**src/rtl/riscv_ctrl_pkg.sv**
```systemverilog
// Shared types and encodings for the multicycle RISC-V controller.
package riscv_ctrl_pkg;

    typedef enum logic [3:0] {
        StFetch,
        StDecode,
        StMemAdr,
        StMemRead,
        StMemWb,
        StMemWrite,
        StExecR,
        StExecI,
        StAluWb,
        StBranch,
        StJal,
        StTrap
    } state_e;

    localparam logic [6:0] OpLoad   = 7'b0000011;
    localparam logic [6:0] OpStore  = 7'b0100011;
    localparam logic [6:0] OpRtype  = 7'b0110011;
    localparam logic [6:0] OpItype  = 7'b0010011;
    localparam logic [6:0] OpBranch = 7'b1100011;
    localparam logic [6:0] OpJal    = 7'b1101111;
    localparam logic [6:0] OpFload  = 7'b0000111;
    localparam logic [6:0] OpFstore = 7'b0100111;

    localparam logic [3:0] AluAdd  = 4'd0;
    localparam logic [3:0] AluSub  = 4'd1;
    localparam logic [3:0] AluAnd  = 4'd2;
    localparam logic [3:0] AluOr   = 4'd3;
    localparam logic [3:0] AluXor  = 4'd4;
    localparam logic [3:0] AluSlt  = 4'd5;
    localparam logic [3:0] AluSltu = 4'd6;
    localparam logic [3:0] AluSll  = 4'd7;
    localparam logic [3:0] AluSrl  = 4'd8;
    localparam logic [3:0] AluSra  = 4'd9;

    localparam logic [1:0] SrcAPc    = 2'b00;
    localparam logic [1:0] SrcAOldPc = 2'b01;
    localparam logic [1:0] SrcARs1   = 2'b10;

    localparam logic [1:0] SrcBRs2  = 2'b00;
    localparam logic [1:0] SrcBImm  = 2'b01;
    localparam logic [1:0] SrcBFour = 2'b10;

    localparam logic [1:0] ResAluOut    = 2'b00;
    localparam logic [1:0] ResData      = 2'b01;
    localparam logic [1:0] ResAluResult = 2'b10;

    localparam logic [1:0] ImmI = 2'b00;
    localparam logic [1:0] ImmS = 2'b01;
    localparam logic [1:0] ImmB = 2'b10;
    localparam logic [1:0] ImmJ = 2'b11;

endpackage

```
**src/rtl/aludec_param.sv**
```systemverilog
// ALU operation decode for R-type and I-type ALU instructions.
module aludec_param
    import riscv_ctrl_pkg::*;
#(
    parameter int unsigned ALUCTRL_W = 3
) (
    input  logic                 op5,
    input  logic [2:0]           funct3,
    input  logic                 funct7b5,
    output logic [ALUCTRL_W-1:0] alu_control,
    output logic                 legal
);

    // sltu and the shifts only have codes when the control bus is 4 bits wide
    localparam bit Wide = (ALUCTRL_W >= 4);

    always_comb begin
        alu_control = AluAdd[ALUCTRL_W-1:0];
        legal       = 1'b1;
        case (funct3)
            3'b000: alu_control = (op5 && funct7b5) ? AluSub[ALUCTRL_W-1:0]
                                                    : AluAdd[ALUCTRL_W-1:0];
            3'b111: alu_control = AluAnd[ALUCTRL_W-1:0];
            3'b110: alu_control = AluOr[ALUCTRL_W-1:0];
            3'b100: alu_control = AluXor[ALUCTRL_W-1:0];
            3'b010: alu_control = AluSlt[ALUCTRL_W-1:0];
            3'b011: begin
                alu_control = AluSltu[ALUCTRL_W-1:0];
                legal       = Wide;
            end
            3'b001: begin
                alu_control = AluSll[ALUCTRL_W-1:0];
                legal       = Wide;
            end
            3'b101: begin
                alu_control = funct7b5 ? AluSra[ALUCTRL_W-1:0] : AluSrl[ALUCTRL_W-1:0];
                legal       = Wide;
            end
            default: legal = 1'b0;
        endcase
    end

endmodule

```
**src/rtl/multicycle_controller.sv**
```systemverilog
// Multicycle RISC-V control FSM: Moore outputs per state, optional memory handshake.
module multicycle_controller
    import riscv_ctrl_pkg::*;
#(
    parameter int unsigned ALUCTRL_W     = 3,
    parameter int unsigned MEM_HANDSHAKE = 0,
    parameter int unsigned ENABLE_FP     = 1
) (
    input  logic                 clk,
    input  logic                 reset_n,
    input  logic [6:0]           op,
    input  logic [2:0]           funct3,
    input  logic                 funct7b5,
    input  logic                 Zero,
    input  logic                 Lt,
    input  logic                 Ltu,
    input  logic                 MemReady,
    output logic                 PCWrite,
    output logic                 IRWrite,
    output logic                 MemWrite,
    output logic                 RegWrite,
    output logic                 FRegWrite,
    output logic                 AdrSrc,
    output logic [1:0]           ResultSrc,
    output logic [1:0]           ALUSrcA,
    output logic [1:0]           ALUSrcB,
    output logic [1:0]           ImmSrc,
    output logic                 StoreFp,
    output logic [ALUCTRL_W-1:0] ALUControl,
    output logic                 Illegal
);

    localparam bit FpEn  = (ENABLE_FP != 0);
    localparam bit MemHs = (MEM_HANDSHAKE != 0);

    state_e state_q, state_d;
    logic   illegal_q, illegal_d;

    logic [ALUCTRL_W-1:0] alu_dec;
    logic                 alu_legal;
    logic                 mem_done;
    logic                 is_fp_load, is_fp_store, is_load, is_store;
    logic                 br_legal, br_cond, br_taken;

    aludec_param #(
        .ALUCTRL_W(ALUCTRL_W)
    ) u_aludec (
        .op5        (op[5]),
        .funct3     (funct3),
        .funct7b5   (funct7b5),
        .alu_control(alu_dec),
        .legal      (alu_legal)
    );

    assign mem_done    = !MemHs || MemReady;
    assign is_fp_load  = FpEn && (op == OpFload);
    assign is_fp_store = FpEn && (op == OpFstore);
    assign is_load     = (op == OpLoad) || is_fp_load;
    assign is_store    = (op == OpStore) || is_fp_store;

    // funct3[0] inverts the base condition (bne/bge/bgeu)
    always_comb begin
        br_legal = (funct3[2:1] != 2'b01);
        case (funct3[2:1])
            2'b00:   br_cond = Zero;
            2'b10:   br_cond = Lt;
            2'b11:   br_cond = Ltu;
            default: br_cond = 1'b0;
        endcase
        br_taken = br_cond ^ funct3[0];
    end

    always_comb begin
        state_d    = state_q;
        PCWrite    = 1'b0;
        IRWrite    = 1'b0;
        MemWrite   = 1'b0;
        RegWrite   = 1'b0;
        FRegWrite  = 1'b0;
        AdrSrc     = 1'b0;
        ResultSrc  = ResAluOut;
        ALUSrcA    = SrcAPc;
        ALUSrcB    = SrcBRs2;
        ImmSrc     = ImmI;
        StoreFp    = 1'b0;
        ALUControl = AluAdd[ALUCTRL_W-1:0];

        case (state_q)
            StFetch: begin
                ALUSrcB   = SrcBFour;
                ResultSrc = ResAluResult;
                if (mem_done) begin
                    IRWrite = 1'b1;
                    PCWrite = 1'b1;
                    state_d = StDecode;
                end
            end
            StDecode: begin
                ALUSrcA = SrcAOldPc;
                ALUSrcB = SrcBImm;
                ImmSrc  = ImmB;
                if (is_load || is_store) begin
                    state_d = StMemAdr;
                end else if (op == OpRtype) begin
                    state_d = alu_legal ? StExecR : StTrap;
                end else if (op == OpItype) begin
                    state_d = alu_legal ? StExecI : StTrap;
                end else if (op == OpBranch) begin
                    state_d = br_legal ? StBranch : StTrap;
                end else if (op == OpJal) begin
                    state_d = StJal;
                end else begin
                    state_d = StTrap;
                end
            end
            StMemAdr: begin
                ALUSrcA = SrcARs1;
                ALUSrcB = SrcBImm;
                ImmSrc  = is_store ? ImmS : ImmI;
                state_d = is_store ? StMemWrite : StMemRead;
            end
            StMemRead: begin
                AdrSrc = 1'b1;
                if (mem_done) state_d = StMemWb;
            end
            StMemWb: begin
                ResultSrc = ResData;
                RegWrite  = !is_fp_load;
                FRegWrite = is_fp_load;
                state_d   = StFetch;
            end
            StMemWrite: begin
                AdrSrc   = 1'b1;
                MemWrite = 1'b1;
                StoreFp  = is_fp_store;
                if (mem_done) state_d = StFetch;
            end
            StExecR: begin
                ALUSrcA    = SrcARs1;
                ALUSrcB    = SrcBRs2;
                ALUControl = alu_dec;
                state_d    = StAluWb;
            end
            StExecI: begin
                ALUSrcA    = SrcARs1;
                ALUSrcB    = SrcBImm;
                ALUControl = alu_dec;
                state_d    = StAluWb;
            end
            StAluWb: begin
                ResultSrc = ResAluOut;
                RegWrite  = 1'b1;
                state_d   = StFetch;
            end
            StBranch: begin
                ALUSrcA    = SrcARs1;
                ALUSrcB    = SrcBRs2;
                ALUControl = AluSub[ALUCTRL_W-1:0];
                PCWrite    = br_taken;
                state_d    = StFetch;
            end
            StJal: begin
                ALUSrcA = SrcAOldPc;
                ALUSrcB = SrcBFour;
                PCWrite = 1'b1;
                state_d = StAluWb;
            end
            StTrap:  state_d = StTrap;
            default: state_d = StFetch;
        endcase

        // Reset overrides the Moore decode so no write can slip out while held
        if (!reset_n) begin
            PCWrite   = 1'b0;
            IRWrite   = 1'b0;
            MemWrite  = 1'b0;
            RegWrite  = 1'b0;
            FRegWrite = 1'b0;
        end
    end

    assign illegal_d = illegal_q || (state_d == StTrap);
    assign Illegal   = illegal_q;

    always_ff @(posedge clk) begin
        if (!reset_n) begin
            state_q   <= StFetch;
            illegal_q <= 1'b0;
        end else begin
            state_q   <= state_d;
            illegal_q <= illegal_d;
        end
    end

endmodule

```
**config.mk**
```make
export PLATFORM = sky130hd
export DESIGN_NAME = multicycle_controller
export DESIGN_NICKNAME = d
export VERILOG_FILES = /design/src/rtl/riscv_ctrl_pkg.sv /design/src/rtl/aludec_param.sv /design/src/rtl/multicycle_controller.sv
export SDC_FILE = /design/constraint.sdc
export NUM_CORES = 1
export LEC_CHECK = 0
export ABC_AREA = 1
export CELL_PAD_IN_SITES_DETAIL_PLACEMENT = 1
export CELL_PAD_IN_SITES_GLOBAL_PLACEMENT = 2
export CORE_ASPECT_RATIO = 2
export CORE_MARGIN = 1
export CORE_UTILIZATION = 18
export DETAILED_ROUTE_END_ITERATION = 6
export GPL_TIMING_DRIVEN = 0
export MAX_ROUTING_LAYER = met4
export PLACE_DENSITY = 0.94
export SYNTH_ARGS = -nofsm -noshare
export SYNTH_HDL_FRONTEND = slang
export SYNTH_HIERARCHICAL = 1
export SYNTH_SLANG_ARGS = --single-unit
```
**constraint.sdc**
```tcl
create_clock -name clk -period 3.2 [get_ports clk]
set_clock_uncertainty 0.1 [all_clocks]
set_input_delay 0.48 -clock clk [delete_from_list [all_inputs] [get_ports clk]]
set_output_delay 0.48 -clock clk [all_outputs]
set_load 0.05 [all_outputs]
```
==> out/results.tsv, run 1 <==
metric	value	unit
status	finished clean	
p_int	0.2844	mW
max_stage_delay	0.85	ns
grt_max_degree	9	
drive_gt1_frac	0.1228	
final_max_slew_viol_count	0	
crit_family	buffers and inverters	
cts_hold_buf	0	
grt.met3_usage	0.01224	
die_w	45.16	um
rsz0062_at_grt	false	
initial_core_util	0.1859	
drv_cap	0	
synth_seq_area_share	0.1493	
finalHoldViolations	0	
setup_tns	0	ns
max_freq	0.3323	GHz
finalSetupViolCount	0	
ys_ff_latch	5	
drt-initial-drc-count	11	
post-route-period-util	0.9403	
die-area	0.003989	mm^2
clkTransAtPathRegs	0.03	ns
grt_overflow_total	0	
avgSynthCellArea	5.042	um^2
critPathLaunchType	input pin	
switchingPower	0.3055	mW
num_vias	908	
die_h	88.32	um
cts_root_buf	clkbuf_8	
cts_buffer_depth	2	
syn_inst	133	
grt_pass1_wl	3967	um
drtPass1Iterations	4	
leakage	0.5234	nW
seqPwrFrac	0.149	
clkPwrFrac	0.195	
post_drt_via_cell_ratio	4.127	
cts_tree	yes	
synth_nets	150	
fill_cells	484	
cp.buffers_inverters	3	
drt-total-wl	2394	um
io_pins	36	
cp_max_fo	4	
port_buffers	34	
netlist_area	670.6	um^2
cp_cell_sequence	clkdlybuf4s50_1, nor2_1, inv_1, nor2_1, nand2_1, nor4_1, clkdlybuf4s50_1	
place_congestion	0.7775	
core	0.003607	mm^2
p_per_area	526.8	mW/mm^2
swShare	0.5179	
place_inst	216	
drc	0	
crit_required	2.62	ns
grt_pass1_vias	944	
routedWlPerCell	10.88	um
h-tree-depth	1	
crit_type	in2out	
antenna_cells	0	
total_power	0.5899	mW
end_kind	output port	
hpwl	2138	um
cp_slowest_cell	clkdlybuf4s50_1	
track_usage	0.1372	
fin_cells	220	
gr-usage-met2	0.2675	
synth_top_cell_area_share	0.1623	
final_nets	189	
synthTopCellsByArea	nand2_1, dfxtp_1, inv_1	
arrival	2.43	ns
cts_buffers	3	
combPwrFrac	0.656	
rows	31	
ir_drop	0.2115	mV
clkLatencyLatePin	0.22	ns
fin_crit	3.009	ns
numClockSinks	5	
multi_input_area	457.9	um^2
yosysUniqueCellTypes	17	
synth_top_cell_by_area	nand2_1	
max_slew_margin	0.6623	
min_path_type	reg2reg	
ant_nets	0	
seqCellArea	100.1	um^2
synthToLayoutAreaGrowth	66.98	%
yosys_warnings	6	
grtUsageMet1	0.1301	
antenna_found_initial	0	
worstMarginPinSlew	0.5058	ns
busiest_layer	met2	
[state kept, by name, summed over array words and instances, names as in the netlist]
name     cells
Illegal      1
state_q      4
[worst register-to-register path: stages, from the launching register on]
cell     delay (ns)
dfxtp_1        0.37
inv_2          0.06
nor2_2         0.19
nand2_1        0.14
o21ai_0        0.13
nor2_1         0.10
a21oi_1        0.12
nand2_1        0.07
nand2_1        0.05
[synth_stat cells]
library cell / count
a21oi_2: 1
o21ai_0: 7
inv_1: 25
nand2_1: 29
nor4_1: 1
nor2_1: 25
nor2_4: 1
a21oi_1: 9
inv_2: 5
nor3_1: 3
xor2_1: 1
nand3_2: 1
nand2_2: 4
nor2_2: 6
o211ai_1: 1
nand3_1: 9
dfxtp_1: 5
[cell usage in the layout (no fill, tap or decap), types with 3 or more instances in the layout]
cell and n:
nand2_1 29, nand2_2 4, nand3_1 9, nor3_1 3, clkdlybuf4s50_1 33, o21ai_0 7, dfxtp_1 5, nor2_1 25
clkbuf_8 3, a21oi_1 9, inv_2 5, inv_1 25, nor2_2 6
[power by group through the flow]
stage                     Sequential, mW  Combinational, mW  Clock (mW)
after detailed placement          0.0890              0.392           0
final                             0.0877              0.387       0.115
after global placement            0.0887              0.390           0
after CTS                         0.0879              0.392       0.116
after global routing              0.0889              0.418       0.123
after floorplan                   0.0926              0.254           0
[metrics by stage]
step / utilization / setup slack, ns / hold WS [ns] / cell area (um^2)
after global routing: 0.3104 / 0.03720 / 0.3975 / 1120
after global placement: 0.2973 / 0.1490 / 0.3304 / 1072
after detailed placement: 0.2973 / 0.1406 / 0.3389 / 1072
after CTS: 0.3097 / 0.1398 / 0.3421 / 1117
final: 0.3104 / 0.1910 / 0.3383 / 1120
after floorplan: - / 0.3344 / 0.4776 / 670.6
[repair_timing]
action / CTS / global route
resized for setup: 0 / 1
setup endpoints to repair: 0 / 1
setup buffers: 0 / 0
[final cells by class]
class	count	area share
multi-input cells	98	0.4089
inverters	30	0.1006
well taps	49	0.05475
clock buffers	4	0.04022
flip-flops and latches	5	0.08939
repair buffers	34	0.3061
[routing by layer]
layer | share of wire | up-vias
li1 | - | 482
met1 | 0.35 | 409
met2 | 0.62 | 15
met3 | 0.020 | 2
met4 | 0.00084 | 0
met5 | 0 | -
[worst paths after layout]
kind / end / depth (start not counted) / start / slack [ns]
worst max-delay path: FRegWrite / 7 / op[4] / 0.19
worst min-delay path: Illegal / 2 / Illegal / 0.34
worst max register to register: Illegal / 8 / state_q[2] / 1.81
worst min register to register: Illegal / 2 / Illegal / 0.34
[kinds of logic (layout without fill, tap and decap cells)]
family,count (synthesis),after routing,share of synthesized area
AOI/OAI and AO/OA,18,18,0.1437
xor gates and xnor gates,1,1,0.01306
buffers and inverters,30,68,0.1679
DFF,5,5,0.1493
and+or+nand+nor,79,79,0.5261
Power figures use the tool's default switching activity.
==> inputs of run 2 (changes only) <==
- clock period: 3.2 -> 3.5 ns (I/O delays scaled with it)
==> run 2 against run 1 <==
Net effect:
- wire length barely moved
- critical endpoint is now PCWrite
- clock power fell by 9%
- final cell count did not move
- critical path type unchanged
==> out/results.tsv, run 2 (synthesis results as in run 1) <==
metric	value	unit
drt-initial-drc-count	11	
antenna_cells	0	
num_vias	908	
drc	0	
post-route-period-util	0.8945	
seqCellArea	100.1	um^2
setup_tns	0	ns
finalSetupViolCount	0	
die_w	45.16	um
place_inst	216	
placed_area	0.001072	mm^2
cts_tree	yes	
final_nets	189	
fill_cells	484	
hpwl	2138	um
clkLatencyLatePin	0.22	ns
cts_root_buf	clkbuf_8	
grt_overflow_total	0	
multi_input_area	457.9	um^2
grt_pass1_wl	3967	um
critical_path.startpoint	funct3[1]	
fin_ws	0.3693	ns
post_cts_buffers	0	
final_max_slew_viol_count	0	
max_freq	0.3194	GHz
drv_cap	0	
largest_register	state_q	
status	finished clean	
grt_pass1_vias	944	
crit_required	2.87	ns
antenna_found_initial	0	
leakage	0.5095	nW
critPathLaunchType	input pin	
post_cts_resized	0	
core	0.003607	mm^2
min_path_type	reg2reg	
drt-total-wl	2393	um
track_usage	0.1372	
p_int	0.2603	mW
clkTransAtPathRegs	0.03	ns
place_congestion	0.7775	
r2r-start	state_q[2]	
initial_core_util	0.1859	
crit_type	in2out	
worstMarginPinSlew	0.5025	ns
p_per_area	483.1	mW/mm^2
fin_crit	3.131	ns
fin_cells	220	
hold_start	Illegal	
layout_commonest_cell	clkdlybuf4s50_1	
ant_nets	0	
cts_hold_buf	0	
finalHoldViolations	0	
grt_max_degree	9	
ir_drop	0.1934	mV
cts_buffers	3	
switchingPower	0.2794	mW
total_power	0.5397	mW
drive_gt1_frac	0.1228	
end_kind	output port	
final_cell_mix	clkdlybuf4s50_1, nand2_1, inv_1, nor2_1	
combPwrFrac	0.656	
post_drt_via_cell_ratio	4.127	
die-area	0.003989	mm^2
max_slew_margin	0.6640	
holdWs	0.3383	ns
arrival	2.51	ns
rsz0062_at_grt	false	
drtPass1Iterations	4	
largest_reg_flops	4	
seqPwrFrac	0.149	
synthToLayoutAreaGrowth	66.60	%
port_buffers	34	
postLayoutCellArea	0.001117	mm^2
rows	31	
io_pins	36	
pre_cts_ws	0.3506	ns
routedWlPerCell	10.88	um
cts_buffer_depth	2	
finish.utilization	0.3097	
cp_max_fo	8	
h-tree-depth	1	
numClockSinks	5	
clkPwrFrac	0.195	
swShare	0.5177	
die_h	88.32	um
## run 2: changes by cell type in the layout (fill, tap and decap cells not counted)
cell             previous run  this run
clkdlybuf4s50_1            33        34
dlymetal6s2s_1              1         0
## run 2: layout make-up
class | count | share of cell area
flip-flops and latches | 5 | 0.08959
multi-input cells | 98 | 0.4099
clock buffers | 4 | 0.04031
well taps | 49 | 0.05487
repair buffers | 34 | 0.3046
inverters | 30 | 0.1008
## run 2: path summary, 6_finish.rpt
path | to | cells after the start | slack (ns)
max | PCWrite | 8 | 0.37
min | Illegal | 2 | 0.34
max reg2reg | Illegal | 8 | 2.11
min reg2reg | Illegal | 2 | 0.34
## run 2: power by group through the flow
stage / sequential (mW) / combinational, mW / clock (mW)
2_1_floorplan: 0.0846 / 0.232 / 0
3_3_place_gp: 0.0811 / 0.356 / 0
3_5_place_dp: 0.0813 / 0.358 / 0
4_1_cts: 0.0804 / 0.359 / 0.106
5_1_grt: 0.0813 / 0.382 / 0.112
6_report: 0.0802 / 0.354 / 0.105
## run 2: routing by layer
metal	GRT usage	wire [um]
met3	0.01224	48
met5	-	0
met1	0.1301	849
met2	0.2675	1493
met4	0.04959	2
## run 2: critical path: stages
cell and delay (ns):
clkdlybuf4s50_1 0.62, a21oi_1 0.09, o21ai_0 0.11, nand2_1 0.09, nand2_1 0.06, nand3_1 0.06
a21oi_1 0.13, clkdlybuf4s50_1 0.82
